==> config.mk <==
export PLATFORM = sky130hd
export DESIGN_NAME = miriscv_irq_ctrl
export DESIGN_NICKNAME = d
export VERILOG_FILES = /design/src/rtl/miriscv_irq_ctrl.sv
export SDC_FILE = /design/constraint.sdc
export NUM_CORES = 1
export LEC_CHECK = 0
export ABC_AREA = 1
export BUFFER_PORTS_ARGS = -buffer_cell sky130_fd_sc_hd__buf_2
export CAP_MARGIN = 20
export CORE_MARGIN = 1.5
export CORE_UTILIZATION = 53
export CTS_CLUSTER_SIZE = 16
export DETAILED_ROUTE_END_ITERATION = 12
export MAX_ROUTING_LAYER = met4
export PLACE_DENSITY = 0.87
export SYNTH_ARGS = -nofsm -noshare
export SYNTH_HDL_FRONTEND = slang
export SYNTH_SLANG_ARGS = --single-unit
==> constraint.sdc <==
create_clock -name clk_i -period 4.3 [get_ports clk_i]
set_clock_uncertainty 0.15 [all_clocks]
set_input_delay 0.86 -clock clk_i [delete_from_list [all_inputs] [get_ports clk_i]]
set_output_delay 0.86 -clock clk_i [all_outputs]
set_load 0.02 [all_outputs]
==> src/rtl/miriscv_irq_ctrl.sv <==
// Interrupt controller: level/edge pending latch, mie/gie masking, lowest-index priority, req/claim/complete handshake.
// Latency 2 cycles request->irq_o; irq_o held until ack or withdrawal; no nesting while a claim is in service.
module miriscv_irq_ctrl #(
  parameter int unsigned          NUM_IRQ    = 32,
  parameter logic [NUM_IRQ-1:0]   EDGE_MASK  = '0,
  parameter int unsigned          CAUSE_BASE = 16
) (
  input  logic               clk_i,
  input  logic               rst_n_i,
  input  logic [NUM_IRQ-1:0] int_req_i,
  output logic [NUM_IRQ-1:0] int_fin_o,
  input  logic [NUM_IRQ-1:0] mie_i,
  input  logic               gie_i,
  output logic               irq_o,
  output logic [31:0]        irq_cause_o,
  input  logic               irq_ack_i,
  input  logic               irq_ret_i
);

  localparam int unsigned IW = (NUM_IRQ > 1) ? $clog2(NUM_IRQ) : 1;

  typedef enum logic [1:0] {
    S_IDLE,
    S_REQ,
    S_SERV
  } state_t;

  state_t             r_state;
  logic [NUM_IRQ-1:0] r_pend;
  logic [NUM_IRQ-1:0] r_prev;
  logic [NUM_IRQ-1:0] r_fin;
  logic [IW-1:0]      r_id;
  logic               r_irq;

  logic [NUM_IRQ-1:0] w_elig;
  logic [NUM_IRQ-1:0] w_id_oh;
  logic [NUM_IRQ-1:0] w_clr;
  logic [NUM_IRQ-1:0] w_pend_nxt;
  logic [IW-1:0]      w_sel;
  logic [30:0]        w_cause_val;

  assign w_elig  = r_pend & mie_i & {NUM_IRQ{gie_i}};
  assign w_id_oh = NUM_IRQ'(1) << r_id;
  assign w_clr   = (r_state == S_REQ && irq_ack_i) ? w_id_oh : '0;

  // Descending scan so the lowest set index is the last assignment to stick.
  always_comb begin
    w_sel = '0;
    for (int i = NUM_IRQ - 1; i >= 0; i--) begin
      if (w_elig[i]) w_sel = IW'(i);
    end
  end

  // Edge channels: a new edge coinciding with the claim survives it.
  always_comb begin
    w_pend_nxt = '0;
    for (int i = 0; i < NUM_IRQ; i++) begin
      if (EDGE_MASK[i]) w_pend_nxt[i] = (int_req_i[i] & ~r_prev[i]) | (r_pend[i] & ~w_clr[i]);
      else              w_pend_nxt[i] = int_req_i[i];
    end
  end

  always_ff @(posedge clk_i or negedge rst_n_i) begin
    if (!rst_n_i) begin
      r_pend <= '0;
      r_prev <= '0;
    end else begin
      r_pend <= w_pend_nxt;
      r_prev <= int_req_i;
    end
  end

  always_ff @(posedge clk_i or negedge rst_n_i) begin
    if (!rst_n_i) begin
      r_state <= S_IDLE;
      r_id    <= '0;
      r_irq   <= 1'b0;
      r_fin   <= '0;
    end else begin
      r_fin <= '0;
      case (r_state)
        S_IDLE: begin
          if (|w_elig) begin
            r_id    <= w_sel;
            r_irq   <= 1'b1;
            r_state <= S_REQ;
          end
        end
        S_REQ: begin
          if (irq_ack_i) begin
            r_irq   <= 1'b0;
            r_state <= S_SERV;
          end else if (!w_elig[r_id]) begin
            r_irq   <= 1'b0;
            r_state <= S_IDLE;
          end
        end
        S_SERV: begin
          if (irq_ret_i) begin
            r_fin   <= w_id_oh;
            r_state <= S_IDLE;
          end
        end
        default: begin
          r_irq   <= 1'b0;
          r_state <= S_IDLE;
        end
      endcase
    end
  end

  assign w_cause_val = 31'(CAUSE_BASE) + 31'(r_id);
  assign irq_o       = r_irq;
  assign irq_cause_o = r_irq ? {1'b1, w_cause_val} : 32'h0;
  assign int_fin_o   = r_fin;

endmodule

# Word-level counts from Yosys, hierarchy flattened
# Index checks and enable logic that the tools add are counted.
[op_classes]
add_sub_neg = 1
magnitude_cmp = 1
n_eq_ne = 5
shifts = 1
n_mux = 46
n_bitwise = 3
n_reduce_logical = 5
[ops]
columns = ["operator", "n"]
rows = [
  ["5-bit two-way mux", 32],
  ["32-bit two-way mux", 3],
  ["32-bit AND", 2],
  ["32-bit OR reduction", 1],
  ["1-bit by 5-bit left shift with 32-bit output (first input constant)", 1],
  ["2-bit two-way mux", 4],
  ["5-bit by 5-bit adder with 6-bit output (first input constant)", 1],
  ["5-bit by 6-bit less-than comparator with 1-bit output (second input constant)", 1],
  ["2-bit case mux with 3 select lines", 1],
  ["3-bit AND reduction", 2],
  ["1-bit binary-select mux with 5-bit select", 1],
  ["1-bit two-way mux", 4],
  ["2-bit != test (second input constant)", 2],
  ["3-bit != test (second input constant)", 1],
  ["1-bit case mux with 3 select lines", 1],
  ["2-bit by 1-bit equality test with 1-bit output (second input constant)", 1],
  ["2-bit equality test (second input constant)", 1],
  ["2-bit logical NOT", 1],
  ["2-bit AND reduction", 1],
  ["1-bit NOT", 1],
]
[totals]
reg_bits = 72
in_bits = 69
output_inout_bits = 65
word_cells = 67

# Depth between registers and ports, before layout
[depth]
ltp_word = 34
ltp_mapped = 34
ltp_nobuf = 34

# Least setup slack after synthesis
# No wires, ideal clock.
[synth_timing]
path_kind = "input to register"
from = "in gie_i"
to = "reg r_irq (netlist: irq_o)"
setup_ns = 0.066
arrival_time_ns = 2.370
required_ns = 4.084
setup_slack_ns = 1.713
path_stages = 10
cell_sequence = "buf_6 > buf_12 > nand3_4 > a22o_1 > a221oi_1 > a21oi_1 > a32o_1 > a2111oi_2 > o21ai_1 > nand2_1"
[synth_via]
elab_chain_len = 5
[synth_rtl]
columns = ["item", "line", "source"]
rows = [
  ["from (decl)", "13", "input logic gie_i,"],
  ["32-bit AND (*)", "42", "assign w_elig = r_pend & mie_i & {NUM_IRQ{gie_i}};"],
  ["1-bit binary-select mux with 5-bit select", "93", "end else if (!w_elig[r_id]) begin"],
  ["1-bit two-way mux (not written as such)", "93", ""],
  ["3-bit != test (no source line)", "--", ""],
  ["3-bit AND reduction (no source line) (*)", "--", ""],
  ["to (signal assigned)", "91", "r_irq <= 1'b0;"],
  ["to (signal assigned)", "94", "r_irq <= 1'b0;"],
  ["to (signal assigned)", "105", "r_irq <= 1'b0;"],
  ["to (decl)", "33", "logic r_irq;"],
]
# Every way passes the cells marked *; elsewhere a longest branch is shown, timed or not. The select of a mux whose other input is x is not followed.
# A chain may end at the register's enable or synchronous reset.

# Worst setup path in the final report
[layout_timing]
from = "in gie_i"
to = "reg r_id[0]"
[layout_via]
elab_chain_len = 33
[layout_rtl]
columns = ["item", "line", "source"]
rows = [
  ["32-bit AND (*)", "42", ""],
  ["5-bit two-way mux (32 in series)", "50", "if (w_elig[i]) w_sel = IW'(i);"],
  ["to (signal assigned)", "84", "r_id <= w_sel;"],
  ["to (decl)", "32", "logic [IW-1:0] r_id;"],
]
# Every way passes the cells marked *; elsewhere a longest branch is shown, timed or not.

==> implementation parameters <==
Parameter                              Value

Power and ir drop
  Power density over the cells    532 nW/µm²
  Total design power    2.23 mW
  Peak supply drop    0.279 mV
  Leakage power total    2.25 nW

STA
  Unrepaired setup endpoints after global routing    no
  Number of hold violations in the final report    0
  Final Max Slew Viols    0
  Fmax    0.331 GHz
  Worst slew margin relative to its limit    36.7%
  Setup TNS after final layout    0 ns
  Slew at the pin closest to its max-slew limit    0.947 ns
  Fin crit period    3.02 ns
  Endpoints failing setup    0
  Post-route fraction of the period consumed by the critical path    70.2%

Place
  Post-DP HPWL    5.15 mm
  Global placer's final weighted congestion    0.842
  I/O Buffers    108

Setup path
  Beginning of the critical path    gie_i
  Critical path start-end classification    in -> reg
  Critical path's most frequent cell    nand2_1
  Kind of start point of the critical path    input pin
  Worst endpoint data arrival time    3.11 ns
  Delay contributed by the slowest stage of the critical path    0.48 ns
  Required time at the endpoint of the critical path    4.39 ns
  Critical Path End Type    register
  Worst R2R Start    r_id[0]
  Maximum fanout encountered on the critical timing path    27
  Slowest cell on crit path    buf_4

CTS
  Buffers inserted by post-CTS timing repair    0
  Total CTS buffers    9
  Cts-stage hold buffer count    0
  Worst-Skew Late Latency    0.35 ns
  Root buffer selected by CTS    clkbuf_8
  CTS tree    yes
  TritonCTS Sinks    72
  Clock transition time at the flip-flop clock pins of the worst setup and hold paths    0.08 ns
  H-Tree Level Count    3
  CTS max path bufs    2
  Number of instances resized during post-cts repair    0

Finish
  Syn-to-layout area delta    21.7%
  Fraction of final layout cells with drive strength greater than 1    33.1%
  Commonest cells after routing, fill and taps aside    buf_2 (108), nand2_1 (81), dfrtp_1 (72)
  Antenna cells    0
  Number of nets in the layout    535
  Commonest non-fill, non-tap cell in the layout    buf_2

Detailed routing
  Drc violations    0
  Pre-Repair DR Iteration Count    4
  Post-detailed-route count of antenna-violating nets    0
  Vias per std cell    5.00
  Starting DRT DRC Count    117
  Overall via count from detail_route    2,738
  Final wirelength    7.07 mm
  Wirelength per Cell    12.9 µm

GRT
  Global-route usage over all layers    22.4%
  Antenna violations before repair    0
  Vias in the first global route    2,700
  Pin count of the biggest net entering global routing    44
  First-pass GRT wire length    11.8 mm
  Global-route congestion overflow total    0

Synthesis
  Syn. warnings    0
  Cell count after synthesis    359
  Number of distinct standard cells referenced by the synthesized netlist    30
  Mean instance size in the synthesized netlist    9.57 µm²
  Synthesized area    3440 µm²
  Post-synthesis register bit count    72
  Part of the Yosys area used for sequential elements    52.4%

Status
  Status    finished, final reports clean

Die
  Height of the die    83.5 µm
  Top Ports    134
  Initial core utilization    54.4%
  Core area    6310 µm²
  Overall die width    83.5 µm
  Site Rows    29
  Total die area    6970 µm²

Worst hold path
  Startpoint of the lowest-slack hold path    r_state[1]
  Worst min-delay path class    reg -> reg

Run
  # Max-Cap Violations    0
## synthesized netlist by cell type
cell       instances  area [µm²]
nand2_1           81         304
dfrtp_1           72        1800
nor2_1            55         206
nand3_1           27         135
buf_4             26         195
inv_1             16        60.1
nand3_4           14         245
nand3_2           11         110
clkbuf_1           9        33.8
a21oi_1            8        40.0
nand4_1            5        31.3
a221oi_1           4        35.0
a22o_1             3        26.3
a31oi_1            3        18.8
o21ai_0            3        15.0
o21ai_1            3        15.0
buf_12             2        40.0
inv_2              2        7.51
nand2_2            2        12.5
o21bai_1           2        15.0
o31ai_1            2        15.0
a2111oi_2          1        15.0
a32o_1             1        10.0
buf_6              1        11.3
clkinv_1           1        3.75
conb_1             1        3.75
nor2_4             1        11.3
nor3_1             1        5.00
o22ai_1            1        6.26
or2_1              1        6.26
## cell type report
cell class | instances | area [µm²]
well taps | 77 | 96.3
flip-flops and latches | 72 | 1800
clock inverters | 6 | 155
inverters | 19 | 71.3
repair buffers | 110 | 556
clock buffers | 10 | 128
multi-input cells | 254 | 1370
fillers | 515 | 2130
## final timing paths
check | end | slack (ns) | cells after the start
worst max-delay path | r_id[0] | 1.28 | 29
worst min-delay path | r_id[4] | 0.44 | 2
worst max register to register | r_state[0] | 1.85 | 8
worst min register to register | r_id[4] | 0.44 | 2
max in group asynchronous | r_pend[8] | 2.59 | 2
min in group asynchronous | r_pend[3] | 0.50 | 1
## logic make-up (layout without fill, tap and decap cells)
| family | count (synthesis) | in the layout | synth area share (%) |
|---|---|---|---|
| simple gates | 198 | 198 | 31.1 |
| flops | 72 | 72 | 52.4 |
| buf+inv | 57 | 145 | 10.2 |
| compound gates | 31 | 31 | 6.15 |
| other cells | 1 | 25 | 0.109 |
## layer usage
layer | track usage, % | vias up | part of all wire (%)
li1 | - | 1339 | -
met1 | 25.1 | 1262 | 40
met2 | 38.2 | 124 | 51
met3 | 4.75 | 13 | 6.6
met4 | 10.7 | 0 | 1.9
met5 | - | - | 0
## registers in the layout (all words and copies together) (netlist names)
signal     cells
r_pend        32
int_fin_o     32
r_id           5
irq_o          1
r_state        2
## through the flow
step                util [%]  hold slack, ns  instance area [µm²]  setup WS [ns]  cells
floorplan                  -           0.377                 3530           1.71    383
global placement        61.7           0.402                 3900           1.09    532
detailed placement      61.7           0.412                 3900          0.999    532
CTS                     66.2           0.429                 4180           1.32    548
global route            66.2           0.451                 4180           1.06    548
finish                  66.2           0.438                 4180           1.28    548
## worst max-delay path, delay by kind of cell
| kind | cells | cell delay [ns] |
|---|---|---|
| simple gates | 27 | 1.62 |
| buf+inv | 2 | 0.64 |
## power breakdown
part           internal [mW]  total (mW)  switching [mW]  leakage (nW)
Clock                  0.502       0.746           0.244         0.140
Combinational          0.220       0.651           0.431          1.19
Sequential             0.733       0.829          0.0951         0.919
Total                   1.46        2.23           0.770          2.25
Power figures use the tool's default switching activity.
